File: src/rtl/spi_flash_stream_if.sv
// rtl/spi_flash_stream_if.sv - SPI lane plus backing-store read port of the flash model
interface spi_flash_stream_if #(
  parameter int CS_NUM = 2
);
  logic [CS_NUM-1:0] cs_n;
  logic              mosi;
  logic              miso;
  logic              err;
  logic              rd_en;
  logic [63:0]       rd_addr;
  logic [63:0]       rd_data;

  modport master (
    output cs_n, mosi, rd_data,
    input  miso, err, rd_en, rd_addr
  );

  modport slave (
    input  cs_n, mosi, rd_data,
    output miso, err, rd_en, rd_addr
  );
endinterface

File: src/rtl/spi_flash_stream.sv
// rtl/spi_flash_stream.sv - single-lane SPI NOR flash model: 03h/0Bh streaming read, 9Fh ID, 05h status
module spi_flash_stream #(
  parameter int          CS_NUM   = 2,
  parameter int          CS_SEL   = 0,
  parameter int          ADDR_W   = 24,
  parameter int          DUMMY    = 8,
  parameter logic [23:0] JEDEC_ID = 24'hEF4018
) (
  input logic                clk,
  input logic                reset,
  spi_flash_stream_if.slave  bus
);

  typedef enum logic [2:0] {
    S_CMD, S_ADDR, S_DUMMY, S_DATA, S_ID, S_STAT, S_ERR
  } state_e;

  state_e              state_q, state_d;
  logic [15:0]         cnt_q, cnt_d;
  logic [7:0]          cmd_q, cmd_d;
  logic [ADDR_W-1:0]   addr_q, addr_d;
  logic [63:0]         buf_q, buf_d;
  logic [63:0]         nxt_q, nxt_d;
  logic                pend_q, pend_d;
  logic                err_q, err_d;
  logic                sel;
  logic                fetch;
  logic                unused_cs;

  assign sel       = ~bus.cs_n[CS_SEL];
  assign unused_cs = ^bus.cs_n;
  assign bus.rd_en = fetch;
  assign bus.err   = err_q;

  always_ff @(posedge clk) begin
    if (reset) begin
      state_q <= S_CMD;
      cnt_q   <= '0;
      cmd_q   <= '0;
      addr_q  <= '0;
      buf_q   <= '0;
      nxt_q   <= '0;
      pend_q  <= 1'b0;
      err_q   <= 1'b0;
    end else begin
      state_q <= state_d;
      cnt_q   <= cnt_d;
      cmd_q   <= cmd_d;
      addr_q  <= addr_d;
      buf_q   <= buf_d;
      nxt_q   <= nxt_d;
      pend_q  <= pend_d;
      err_q   <= err_d;
    end
  end

  always_comb begin
    state_d = state_q;
    cnt_d   = cnt_q;
    cmd_d   = cmd_q;
    addr_d  = addr_q;
    buf_d   = buf_q;
    nxt_d   = nxt_q;
    pend_d  = fetch;
    err_d   = err_q;
    if (!sel) begin
      state_d = S_CMD;
      cnt_d   = '0;
      cmd_d   = '0;
      pend_d  = 1'b0;
    end else begin
      // Data requested last cycle: the address-phase fetch fills the live buffer, prefetches the next one
      if (pend_q) begin
        if (state_q == S_ADDR) buf_d = bus.rd_data;
        else                   nxt_d = bus.rd_data;
      end
      unique case (state_q)
        S_CMD: begin
          cmd_d = {cmd_q[6:0], bus.mosi};
          cnt_d = cnt_q + 16'd1;
          if (cnt_q == 16'd7) begin
            cnt_d = '0;
            unique case (cmd_d)
              8'h03, 8'h0B: state_d = S_ADDR;
              8'h9F:        state_d = S_ID;
              8'h05:        state_d = S_STAT;
              default: begin
                state_d = S_ERR;
                err_d   = 1'b1;
              end
            endcase
          end
        end
        S_ADDR: begin
          addr_d = {addr_q[ADDR_W-2:0], bus.mosi};
          cnt_d  = cnt_q + 16'd1;
          if (cnt_q == 16'(ADDR_W - 1)) begin
            cnt_d   = '0;
            state_d = (cmd_q == 8'h0B && DUMMY > 0) ? S_DUMMY : S_DATA;
          end
        end
        S_DUMMY: begin
          cnt_d = cnt_q + 16'd1;
          if (cnt_q == 16'(DUMMY - 1)) begin
            cnt_d   = '0;
            state_d = S_DATA;
          end
        end
        S_DATA: begin
          if (cnt_q[2:0] == 3'd7) begin
            cnt_d  = '0;
            addr_d = addr_q + ADDR_W'(1);
            if (addr_q[2:0] == 3'd7) buf_d = nxt_q;
          end else begin
            cnt_d = cnt_q + 16'd1;
          end
        end
        S_ID: begin
          if (cnt_q < 16'd24) cnt_d = cnt_q + 16'd1;
        end
        default: ;
      endcase
    end
  end

  always_comb begin
    fetch       = 1'b0;
    bus.rd_addr = '0;
    bus.miso    = 1'b0;
    if (sel) begin
      if (state_q == S_ADDR && cnt_q == 16'(ADDR_W - 3)) begin
        fetch                     = 1'b1;
        bus.rd_addr[ADDR_W-1:0]   = {addr_q[ADDR_W-4:0], 3'b000};
      end else if (state_q == S_DATA && addr_q[2:0] == 3'd7 && cnt_q[2:0] == 3'd0) begin
        fetch                     = 1'b1;
        bus.rd_addr[ADDR_W-1:0]   = {addr_q[ADDR_W-1:3] + (ADDR_W-3)'(1), 3'b000};
      end
    end
    unique case (state_q)
      S_DATA:  bus.miso = buf_q[{addr_q[2:0], ~cnt_q[2:0]}];
      S_ID:    if (cnt_q < 16'd24) bus.miso = JEDEC_ID[5'd23 - cnt_q[4:0]];
      default: bus.miso = 1'b0;
    endcase
  end

endmodule

File: src/flat_wrapper.sv
// flat-port wrapper written by rule: the top's interface ports become plain ports
module spi_flash_stream_flat 
#(
  parameter int          CS_NUM   = 2,
  parameter int          CS_SEL   = 0,
  parameter int          ADDR_W   = 24,
  parameter int          DUMMY    = 8,
  parameter logic [23:0] JEDEC_ID = 24'hEF4018
)
  (clk, reset, bus_cs_n, bus_mosi, bus_rd_data, bus_miso, bus_err, bus_rd_en, bus_rd_addr);
  spi_flash_stream_if #(.CS_NUM(CS_NUM)) bus_i ();
  input logic clk;
  input logic reset;
  input wire logic [$bits(bus_i.cs_n)-1:0] bus_cs_n;
  input wire logic [$bits(bus_i.mosi)-1:0] bus_mosi;
  input wire logic [$bits(bus_i.rd_data)-1:0] bus_rd_data;
  output wire logic [$bits(bus_i.miso)-1:0] bus_miso;
  output wire logic [$bits(bus_i.err)-1:0] bus_err;
  output wire logic [$bits(bus_i.rd_en)-1:0] bus_rd_en;
  output wire logic [$bits(bus_i.rd_addr)-1:0] bus_rd_addr;
  assign bus_i.cs_n = bus_cs_n;
  assign bus_i.mosi = bus_mosi;
  assign bus_i.rd_data = bus_rd_data;
  assign bus_miso = bus_i.miso;
  assign bus_err = bus_i.err;
  assign bus_rd_en = bus_i.rd_en;
  assign bus_rd_addr = bus_i.rd_addr;
  spi_flash_stream #(.CS_NUM(CS_NUM), .CS_SEL(CS_SEL), .ADDR_W(ADDR_W), .DUMMY(DUMMY), .JEDEC_ID(JEDEC_ID)) u_core (.clk(clk), .reset(reset), .bus(bus_i));
endmodule
File: config.mk
export PLATFORM = sky130hd
export DESIGN_NAME = spi_flash_stream_flat
export DESIGN_NICKNAME = d
export VERILOG_FILES = /design/src/rtl/spi_flash_stream_if.sv /design/src/rtl/spi_flash_stream.sv /design/src/flat_wrapper.sv
export SDC_FILE = /design/constraint.sdc
export NUM_CORES = 1
export LEC_CHECK = 0
export CORE_MARGIN = 3
export CORE_UTILIZATION = 30
export DETAILED_ROUTE_END_ITERATION = 10
export DONT_BUFFER_PORTS = 1
export PLACE_DENSITY = 0.51
export SKIP_CTS_REPAIR_TIMING = 1
export SLEW_MARGIN = 20
export SYNTH_ARGS = -nofsm -noshare
export SYNTH_HDL_FRONTEND = slang
export SYNTH_SLANG_ARGS = --single-unit
export TNS_END_PERCENT = 100
File: constraint.sdc
create_clock -name clk -period 4.77 [get_ports clk]
set_clock_uncertainty 0.15 [all_clocks]
set_input_delay 1.431 -clock clk [delete_from_list [all_inputs] [get_ports clk]]
set_output_delay 1.431 -clock clk [all_outputs]
set_load 0.005 [all_outputs]
==> results by group <==
Clocking
  • H-tree depth: 4
  • CTS buffer count: 17
  • Clock Tree Buf Depth: 2
  • Clk_lat worst skew: between 0.4 and 0.5 ns
  • CTS tree: built
  • CTS root buf: clkbuf_16
  • Worst-path clk slew: about 0.08 ns
  • Clock sinks: 181

Synthesis
  • Area of the mapped netlist: 0.00963 sq mm
  • Synth Warn #: 0
  • Synth top area share: 0.376
  • Mean Syn Cell Area: 7.71 sq um
  • Top cells by area, synth: dfxtp_1 (38%), nand2_1 (8.0%), a21oi_1 (6.1%)
  • Sequential area share after synthesis: 0.376
  • Post-synth ARST share: 0
  • Post-synthesis cell count: 1248
  • Ys flop type: dfxtp_1
  • Netlist cell types: 64
  • Largest area contributor in the netlist: dfxtp_1
  • Number of synthesized flops with an enable pin: 0
  • #FFs+latches synth: around 180

GRT
  • GRT Util Overall: 0.155
  • Vias in the first global route: between 7000 and 8000
  • Initial antenna violation count: 0
  • Largest net degree at the start of global routing: between 150 and 200
  • Congestion Overflow GR: 0
  • Global-route wire length before repair: 43000 um

Placed design
  • Dpl ws: 0.758 ns
  • HPWL after DPL: between 15000 and 20000 um
  • Port Buffers: 0
  • Routability congestion estimate: 0.786

Timing
  • Max-slew headroom: 0.321
  • Setup violators final: 0
  • Max Clk Rate: 225 MHz
  • Worst Max-Slew Pin Slew: 1.02 ns
  • Final setup TNS: 0 ns
  • Final worst slack: ~0.32 ns
  • Period utilization: 0.933
  • Fin crit period: about 4.4 ns
  • Final hold vios: 0
  • RSZ-0062 raised after global routing: no
  • Final Max Slew Viols: 0

Die
  • Chip height: 185 um
  • Core box area: slightly above 0.03 sq mm
  • Die area: approximately 0.034 sq mm
  • Die Wd: about 190 um
  • Row Count: between 60 and 70
  • Num ports: around 140
  • Initial core utilization: 0.310

Final layout
  • Fillers: 3313
  • Most frequent cells in the layout: nand2_1 (204), dfxtp_1 (181), nor2_1 (126)
  • Commonest non-fill, non-tap cell in the layout: nand2_1
  • Layout cells sized above 1: 0.0889
  • ANT cells: 0
  • Final #Nets: approximately 1300
  • Synth-to-Final Area Change: 8.54%

Job
  • Max-Cap Viols: 0

Critical path
  • WP data arrival: 2.87 ns
  • CP Max Fanout: 14
  • Crit end category: primary output
  • CP peak stage delay: slightly below 0.7 ns
  • Most used cell, CP: buf_4
  • CP Class: flip-flop to primary output
  • Critical Path RT: roughly 3.2 ns
  • CP startpoint kind: flip-flop
  • Slowest cell on the critical path: or3_1
  • CP Cell Sequence: nor4_2 > nand4b_1 > or3_1 > buf_4 > a211oi_1 > buf_4

Detailed routing
  • Via total after detailed routing: just over 8000
  • Final ANT Viol Nets: 0
  • Final WL: 26700 um
  • Pre-antenna DRT Iters: 5
  • Remaining routing DRC violations: 0
  • WL/cell: 16.7 um
  • Vias/cell: between 5 and 6
  • Initial drt markers: 600

Power
  • Leakage: approximately 3.4 nW
  • Pwr dens: 289 mW/mm^2
  • Max IR drop VDD: 0.251 mV

Min path
  • Worst Hold Class: flip-flop to flip-flop

Outcome
  • Status: completed
==> synth_stat cells, drive strengths merged, types with 3 or more instances <==
master / instances
o41ai: 4
a22o: 3
or3: 6
ha: 9
nor2: 126
a21o: 5
mux4: 18
o31ai: 5
xor2: 7
a311oi: 13
a211oi: 16
and4b: 4
and2: 5
buf: 67
and3: 7
a32oi: 9
nand4: 14
a21oi: 117
nand2: 205
a22oi: 11
mux2: 3
nor3: 69
nand2b: 4
xnor2: 17
nor4: 9
and4: 7
dfxtp: 181
o21ai: 29
inv: 10
nand3b: 3
a31oi: 3
nand3: 28
nor2b: 53
o22ai: 51
clkbuf: 90
o21a: 9
==> registers in the layout, indices dropped and copies added, names as in the netlist <==
signal / flops
u_core.addr_q: 24
u_core.buf_q: 64
u_core.bus.err: 1
u_core.cmd_q: 8
u_core.cnt_q: 16
u_core.nxt_q: 64
u_core.pend_q: 1
u_core.state_q: 3
==> cells by family (layout without fill, tap and decap cells) <==
logic type | Yosys count | count (layout) | synth area share
fa+ha+maj | 9 | 9 | 0.0117
buf+inv | 167 | 80 | 0.0842
simple gates | 551 | 551 | 0.268
xor+xnor | 24 | 24 | 0.0218
flops | 181 | 181 | 0.376
compound gates | 292 | 292 | 0.190
other cells | 1 | 43 | 0.000390
mux | 23 | 23 | 0.0477
==> per-stage QoR <==
| stage | util | total power [mW] | hold slack (ns) | instance area (sq um) | cells |
|---|---|---|---|---|---|
| final | 0.336 | 3.01 | 0.306 | 10400 | 1599 |
| after global routing | 0.336 | 3.12 | 0.321 | 10400 | 1599 |
| after CTS | 0.336 | 3.05 | 0.305 | 10400 | 1599 |
| after detailed placement | 0.316 | 1.58 | 0.294 | 9830 | 1567 |
| after global placement | 0.316 | 1.58 | 0.288 | 9830 | 1567 |
| after floorplan | - | 1.63 | 0.286 | 9780 | 1290 |
==> cell type report <==
class / instances / area, sq um / share of cell area
multi-input combinational: 942 / 5390 / 0.515
timing repair buffer: 38 / 285 / 0.0273
clock buffer: 17 / 425 / 0.0407
inverter: 10 / 37.5 / 0.00359
clock inverter: 15 / 195 / 0.0187
tap: 396 / 495 / 0.0474
sequential: 181 / 3620 / 0.347
==> metal layers <==
layer / track usage / share of wire / up-vias
met5: 0 / 0 / -
met4: 0.0327 / 0.011 / 0
met3: 0.0418 / 0.055 / 16
met2: 0.250 / 0.46 / 148
met1: 0.209 / 0.48 / 3918
li1: - / - / 4185
==> report_power, final <==
part           switching (mW)  total, mW  internal (mW)
clock network           0.711       1.47          0.756
logic                  0.0234     0.0357         0.0123
registers             0.00130       1.51           1.51
==> worst max-delay path: cells and delay by family, from the launching register on <==
family / cells / cell delay [ns]
AOI/OAI and AO/OA: 1 / 0.21
buffers and inverters: 2 / 0.41
DFF: 1 / 0.37
and+or+nand+nor: 3 / 1.45
==> worst paths after layout <==
check	from	end	slack (ns)	cells after the start
setup / recovery	u_core.cnt_q[9]	bus_rd_addr[17]	0.32	6
hold / removal	u_core.nxt_q[48]	u_core.nxt_q[48]	0.31	2
setup reg to reg	u_core.cnt_q[0]	u_core.buf_q[17]	1.75	10
hold reg to reg	u_core.nxt_q[48]	u_core.nxt_q[48]	0.31	2
Power figures use the tool's default switching activity.
